<file path="src/rtl/demux1x8_tdm_receiver_if.sv">
// Bus between the upstream 8x1 TDM mux side and the demux receiver.
//   master : drives din / din_valid / sync; observes s, y, out_valid, frame_err
//   slave  : the receiver (demux1x8_tdm_receiver)
interface demux1x8_tdm_receiver_if #(
    parameter int WIDTH = 8,
    parameter int SEL_W = 3
);
    logic             din;
    logic             din_valid;
    logic             sync;
    logic [SEL_W-1:0] s;
    logic [WIDTH-1:0] y;
    logic             out_valid;
    logic             frame_err;

    modport master (
        output din, din_valid, sync,
        input  s, y, out_valid, frame_err
    );

    modport slave (
        input  din, din_valid, sync,
        output s, y, out_valid, frame_err
    );
endinterface

</file>
<file path="src/rtl/demux1x8_tdm_receiver.sv">
// Registered 1-to-WIDTH time-division demultiplexer (receive end of the 8x1 mux path).
// Each valid serial beat is stored at bit position [slot]; after WIDTH slots the
// reassembled word is presented on y with a one-cycle out_valid pulse. A sync beat
// marks slot 0; a sync arriving at a nonzero slot discards the partial word and
// pulses frame_err.
// Ports:
//   clk  - system clock, rising edge
//   rst  - asynchronous active-high reset
//   bus  - slave modport: din, din_valid, sync in; s, y, out_valid, frame_err out
module demux1x8_tdm_receiver #(
    parameter int WIDTH = 8,
    parameter int SEL_W = 3
) (
    input  logic                      clk,
    input  logic                      rst,
    demux1x8_tdm_receiver_if.slave    bus
);
    typedef enum logic {HUNT, RECV} state_t;

    state_t           state_q, state_d;
    logic [SEL_W-1:0] slot_q,  slot_d;
    logic [WIDTH-1:0] asm_q,   asm_d;
    logic [WIDTH-1:0] y_q,     y_d;
    logic             ov_q,    ov_d;
    logic             fe_q,    fe_d;

    always_ff @(posedge clk or posedge rst) begin
        if (rst) begin
            state_q <= HUNT;
            slot_q  <= '0;
            asm_q   <= '0;
            y_q     <= '0;
            ov_q    <= 1'b0;
            fe_q    <= 1'b0;
        end else begin
            state_q <= state_d;
            slot_q  <= slot_d;
            asm_q   <= asm_d;
            y_q     <= y_d;
            ov_q    <= ov_d;
            fe_q    <= fe_d;
        end
    end

    always_comb begin
        state_d = state_q;
        slot_d  = slot_q;
        asm_d   = asm_q;
        y_d     = y_q;
        ov_d    = 1'b0;
        fe_d    = 1'b0;
        unique case (state_q)
            HUNT: begin
                if (bus.din_valid && bus.sync) begin
                    asm_d    = '0;
                    asm_d[0] = bus.din;
                    slot_d   = SEL_W'(1);
                    state_d  = RECV;
                end
            end
            RECV: begin
                if (bus.din_valid) begin
                    if (bus.sync && (slot_q != '0)) begin
                        // Resync: the beat carrying sync becomes slot 0 of a fresh word.
                        asm_d    = '0;
                        asm_d[0] = bus.din;
                        slot_d   = SEL_W'(1);
                        fe_d     = 1'b1;
                    end else begin
                        asm_d[slot_q] = bus.din;
                        // Natural SEL_W-bit overflow wraps the last slot back to 0.
                        slot_d = slot_q + SEL_W'(1);
                        if (slot_q == SEL_W'(WIDTH - 1)) begin
                            // asm_d already includes the final bit, so y never sees a partial word.
                            y_d  = asm_d;
                            ov_d = 1'b1;
                        end
                    end
                end
            end
            default: state_d = HUNT;
        endcase
    end

    assign bus.s         = slot_q;
    assign bus.y         = y_q;
    assign bus.out_valid = ov_q;
    assign bus.frame_err = fe_q;
endmodule

</file>
<file path="src/flat_wrapper.sv">
// flat-port wrapper written by rule: the top's interface ports become plain ports
module demux1x8_tdm_receiver_flat 
#(
    parameter int WIDTH = 8,
    parameter int SEL_W = 3
)
  (clk, rst, bus_din, bus_din_valid, bus_sync, bus_s, bus_y, bus_out_valid, bus_frame_err);
  demux1x8_tdm_receiver_if #(.WIDTH(WIDTH), .SEL_W(SEL_W)) bus_i ();
  input  logic clk;
  input  logic rst;
  input wire logic [$bits(bus_i.din)-1:0] bus_din;
  input wire logic [$bits(bus_i.din_valid)-1:0] bus_din_valid;
  input wire logic [$bits(bus_i.sync)-1:0] bus_sync;
  output wire logic [$bits(bus_i.s)-1:0] bus_s;
  output wire logic [$bits(bus_i.y)-1:0] bus_y;
  output wire logic [$bits(bus_i.out_valid)-1:0] bus_out_valid;
  output wire logic [$bits(bus_i.frame_err)-1:0] bus_frame_err;
  assign bus_i.din = bus_din;
  assign bus_i.din_valid = bus_din_valid;
  assign bus_i.sync = bus_sync;
  assign bus_s = bus_i.s;
  assign bus_y = bus_i.y;
  assign bus_out_valid = bus_i.out_valid;
  assign bus_frame_err = bus_i.frame_err;
  demux1x8_tdm_receiver #(.WIDTH(WIDTH), .SEL_W(SEL_W)) u_core (.clk(clk), .rst(rst), .bus(bus_i));
endmodule
</file>
<file path="config.mk">
export PLATFORM = sky130hd
export DESIGN_NAME = demux1x8_tdm_receiver_flat
export DESIGN_NICKNAME = d
export VERILOG_FILES = /design/src/rtl/demux1x8_tdm_receiver_if.sv /design/src/rtl/demux1x8_tdm_receiver.sv /design/src/flat_wrapper.sv
export SDC_FILE = /design/constraint.sdc
export NUM_CORES = 1
export LEC_CHECK = 0
export ABC_AREA = 1
export ABC_CLOCK_PERIOD_IN_PS = 1200
export CAP_MARGIN = 20
export CORE_MARGIN = 2
export CORE_UTILIZATION = 46
export DETAILED_ROUTE_END_ITERATION = 8
export PLACE_DENSITY = 0.76
export RECOVER_POWER = 100
export SLEW_MARGIN = 10
export SYNTH_ARGS = -nofsm -noshare
export SYNTH_HDL_FRONTEND = slang
export SYNTH_SLANG_ARGS = --single-unit
export TNS_END_PERCENT = 10
</file>
<file path="constraint.sdc">
create_clock -name clk -period 1.2 [get_ports clk]
set_input_delay 0.24 -clock clk [delete_from_list [all_inputs] [get_ports clk]]
set_output_delay 0.24 -clock clk [all_outputs]
set_load 0.01 [all_outputs]
</file>
==> qor.csv, run 1 <==
metric;value;unit
Clock transition at path regs;0.13;ns
Antenna Nets Post-Route;0;
core area;0.00217;mm2
clk_lat worst skew;0.31;ns
Syn. warnings;0;
Gate power share;47.0;%
Max FO, Critical Path;5;
number of port buffers;17;
RSZ-0062 raised after global routing;yes;
leak pwr;0.744;nW
Syn Area/Cell;8.34;um2
Clock Root Buffer;clkbuf_4;
Max Slew Vio Count;0;
pin count of the biggest net entering global routing;23;
Startpoint Class;register;
H-tree levels;1;
fin crit share;115;%
vias post-DR;1003;
Iter 0 DRT Violations;30;
Via-to-Cell Ratio;5.14;
post-synth top area cell;dfrtp_1;
Int Power;1.93;mW
# clock sinks;22;
DP HPWL;1.69;mm
Peak Freq;722;MHz
routed wire length;2.48;mm
gp weighted congestion;0.951;
WP data required;1.44;ns
failing checks;negative setup slack;
Worst-Margin Slew;0.537;ns
Seq pwr share;34.2;%
Overflow after GRT;0;
Post-Layout Cell Count;195;
placed cell count;182;
gr busiest metal;met2;
IO Pins;18;
met1 Use GR;26.6;%
Initial Util;48.0;%
NetSw;1.11;mW
FF-to-FF path depth;9;
ANT cells;0;
critical path arrival;1.62;ns
num rows;17;
die height;51.6;um
syn nets;133;
met2 Resource Use GR;37.2;%
synthesized flop and latch total;22;
TNS Setup;-2.65;ns
Hold WC Path Type;in2async;
Final Setup Violations;23;
Netlist cell types;19;
ranking of synthesized cells by area;dfrtp_1 (53%), nand2_1 (22%), o21ai_0 (4.8%);
r2r setup slk;-0.18;ns
sequential fraction of the synthesis area;52.8;%
vias in the first global route;973;
GRT Overall Usage;21.5;%
worst clock skew;0.00201;ns
first-pass iteration count of the detailed router;4;
Chip Width;51.6;um
setup ws final;-0.184;ns
sw frac;36.6;%
CTS tree;yes;
slew margin rel.;64.2;%
Area growth syn-to-layout;44.1;%
outcome;finished, violations left;
Final Hold Viols;0;
worst slack at placement;-0.262;ns
crit path time final;1.38;ns
DRC viols;0;
Final nets;176;
CP Capture Type;register;
layout cells sized above 1;29.3;%
M3 GR Usage;3.16;%
Power Density;2030;mW/mm2
CTS max path bufs;2;
Clock power frac;18.7;%
Die Area;0.00266;mm2
critical path class;reg2reg;
cts bufs inserted;3;
worst r2r dst;u_core.bus.s[2];
routed len/inst;12.7;um
R2R Path Start;u_core.bus.s[1];
initial antenna violation count;0;
Max-Cap Viols;0;
Mapped Cells;125;
first-pass GRT wire length;4.32;mm
post-synth top area share;52.8;%
worst vdd ir;0.00163;V
synthesized area;0.00104;mm2
[power groups by stage]
| stage | clock [mW] | sequential (mW) | combinational [mW] |
|---|---|---|---|
| 2_1_floorplan | 0 | 1.14 | 0.568 |
| 3_3_place_gp | 0 | 1.08 | 1.12 |
| 3_5_place_dp | 0 | 1.10 | 1.15 |
| 4_1_cts | 0.584 | 1.04 | 1.41 |
| 5_1_grt | 0.620 | 1.06 | 1.57 |
| 6_report | 0.571 | 1.04 | 1.43 |
[state kept, by name, summed over array words and instances, names as in the netlist]
| signal | cells |
|---|---|
| u_core.asm_q | 8 |
| u_core.bus.y | 8 |
| u_core.bus.s | 3 |
| u_core.bus.frame_err | 1 |
| u_core.bus.out_valid | 1 |
| u_core.state_q | 1 |
[layout make-up]
| class | instances | area (um2) |
|---|---|---|
| Timing Repair Buffer | 38 | 287 |
| Fill cell | 173 | 668 |
| Inverter | 9 | 43.8 |
| Clock inverter | 1 | 30.0 |
| Multi-Input combinational cell | 94 | 529 |
| Clock buffer | 3 | 22.5 |
| Sequential cell | 22 | 554 |
| Tap cell | 28 | 35.0 |
[synth_stat cells]
cell      count
clkinv_1      1
inv_1         6
o21ai_0      10
dfrtp_1      22
buf_4         1
nand3_1       8
nand4_1       1
ha_1          3
nand3_2       1
a21o_2        1
inv_4         1
a21oi_4       1
nand2_1      61
a21oi_1       1
nand2_2       2
inv_2         1
nor2_4        1
nor2_1        1
o21ai_2       2
[cells in the final DEF, fill, tap and decap left out, types with 2 or more instances in the layout]
cell,instances
buf_4,16
nand2_2,2
o21ai_1,5
ha_4,3
nand2_4,3
inv_4,2
buf_6,4
nor2_4,2
nand3_1,8
clkbuf_4,3
clkdlybuf4s50_1,3
dfrtp_1,19
o21ai_2,2
dfrtp_2,3
nand2_1,58
inv_1,5
o21ai_0,5
clkbuf_1,10
[logic make-up (layout without fill, tap and decap cells)]
group / Yosys count / count (layout) / synth area share (%)
AOI/OAI and AO/OA: 15 / 15 / 9.36
adders and majority gates: 3 / 3 / 3.60
and+or+nand+nor: 75 / 76 / 30.0
buffers and inverters: 10 / 51 / 4.20
DFF: 22 / 22 / 52.8
[metal layers]
metal  vias to the layer above  share of wire [%]  wire, um
li1                        484                  -         -
met1                       474                 41      1020
met2                        39                 52      1280
met3                         6                5.1       127
met4                         0                1.8        45
met5                         -                  0         0
[critical path: stages (launching register included)]
cell and delay (ns):
dfrtp_2 0.45, buf_6 0.13, inv_4 0.05, ha_4 0.12, nand2_4 0.06, nand2_4 0.07
nand2_4 0.08, nor2_4 0.19, nand2_1 0.09, o21ai_1 0.08
[how the worst max path moves through the flow]
stage	startpoint	end	slack, ns	cells after the start
floorplan	u_core.bus.s[1]	u_core.bus.y[0]	-0.14	7
global placement	bus_sync	u_core.bus.s[1]	-0.24	5
detailed placement	bus_sync	u_core.bus.s[1]	-0.26	5
CTS	u_core.bus.s[1]	u_core.bus.y[5]	-0.16	8
global route	u_core.bus.s[1]	u_core.bus.s[2]	-0.25	9
finish	u_core.bus.s[1]	u_core.bus.s[2]	-0.18	9
[stage by stage]
stage	instance area [um2]	hold slack, ns	util [%]	power (mW)
detailed placement	1410	0.472	64.8	2.24
global placement	1410	0.465	64.8	2.20
floorplan	1090	0.229	-	1.71
global route	1500	0.516	69.2	3.25
finish	1500	0.480	69.2	3.04
CTS	1550	0.238	71.6	3.03
[repair_timing]
item,in CTS,in global routing
cloned,1,0
gates resized for setup,46,14
pin swaps,6,5
endpoints found under the hold margin,0,0
endpoints found under the setup margin,32,30
hold buffers,0,0
setup buffers,8,0
(Power assumes the default switching activity.)
==> inputs of run 2 (changes only) <==
--- a/config.mk
+++ b/config.mk
@@ -7,13 +7,11 @@
 export LEC_CHECK = 0
 export ABC_AREA = 1
 export ABC_CLOCK_PERIOD_IN_PS = 1200
-export CAP_MARGIN = 20
 export CORE_MARGIN = 2
 export CORE_UTILIZATION = 46
 export DETAILED_ROUTE_END_ITERATION = 8
 export PLACE_DENSITY = 0.76
 export RECOVER_POWER = 100
-export SLEW_MARGIN = 10
 export SYNTH_ARGS = -nofsm -noshare
 export SYNTH_HDL_FRONTEND = slang
 export SYNTH_SLANG_ARGS = --single-unit
==> results of run 2 <==
Final layout, timing and power as in run 1 (identical DEF).
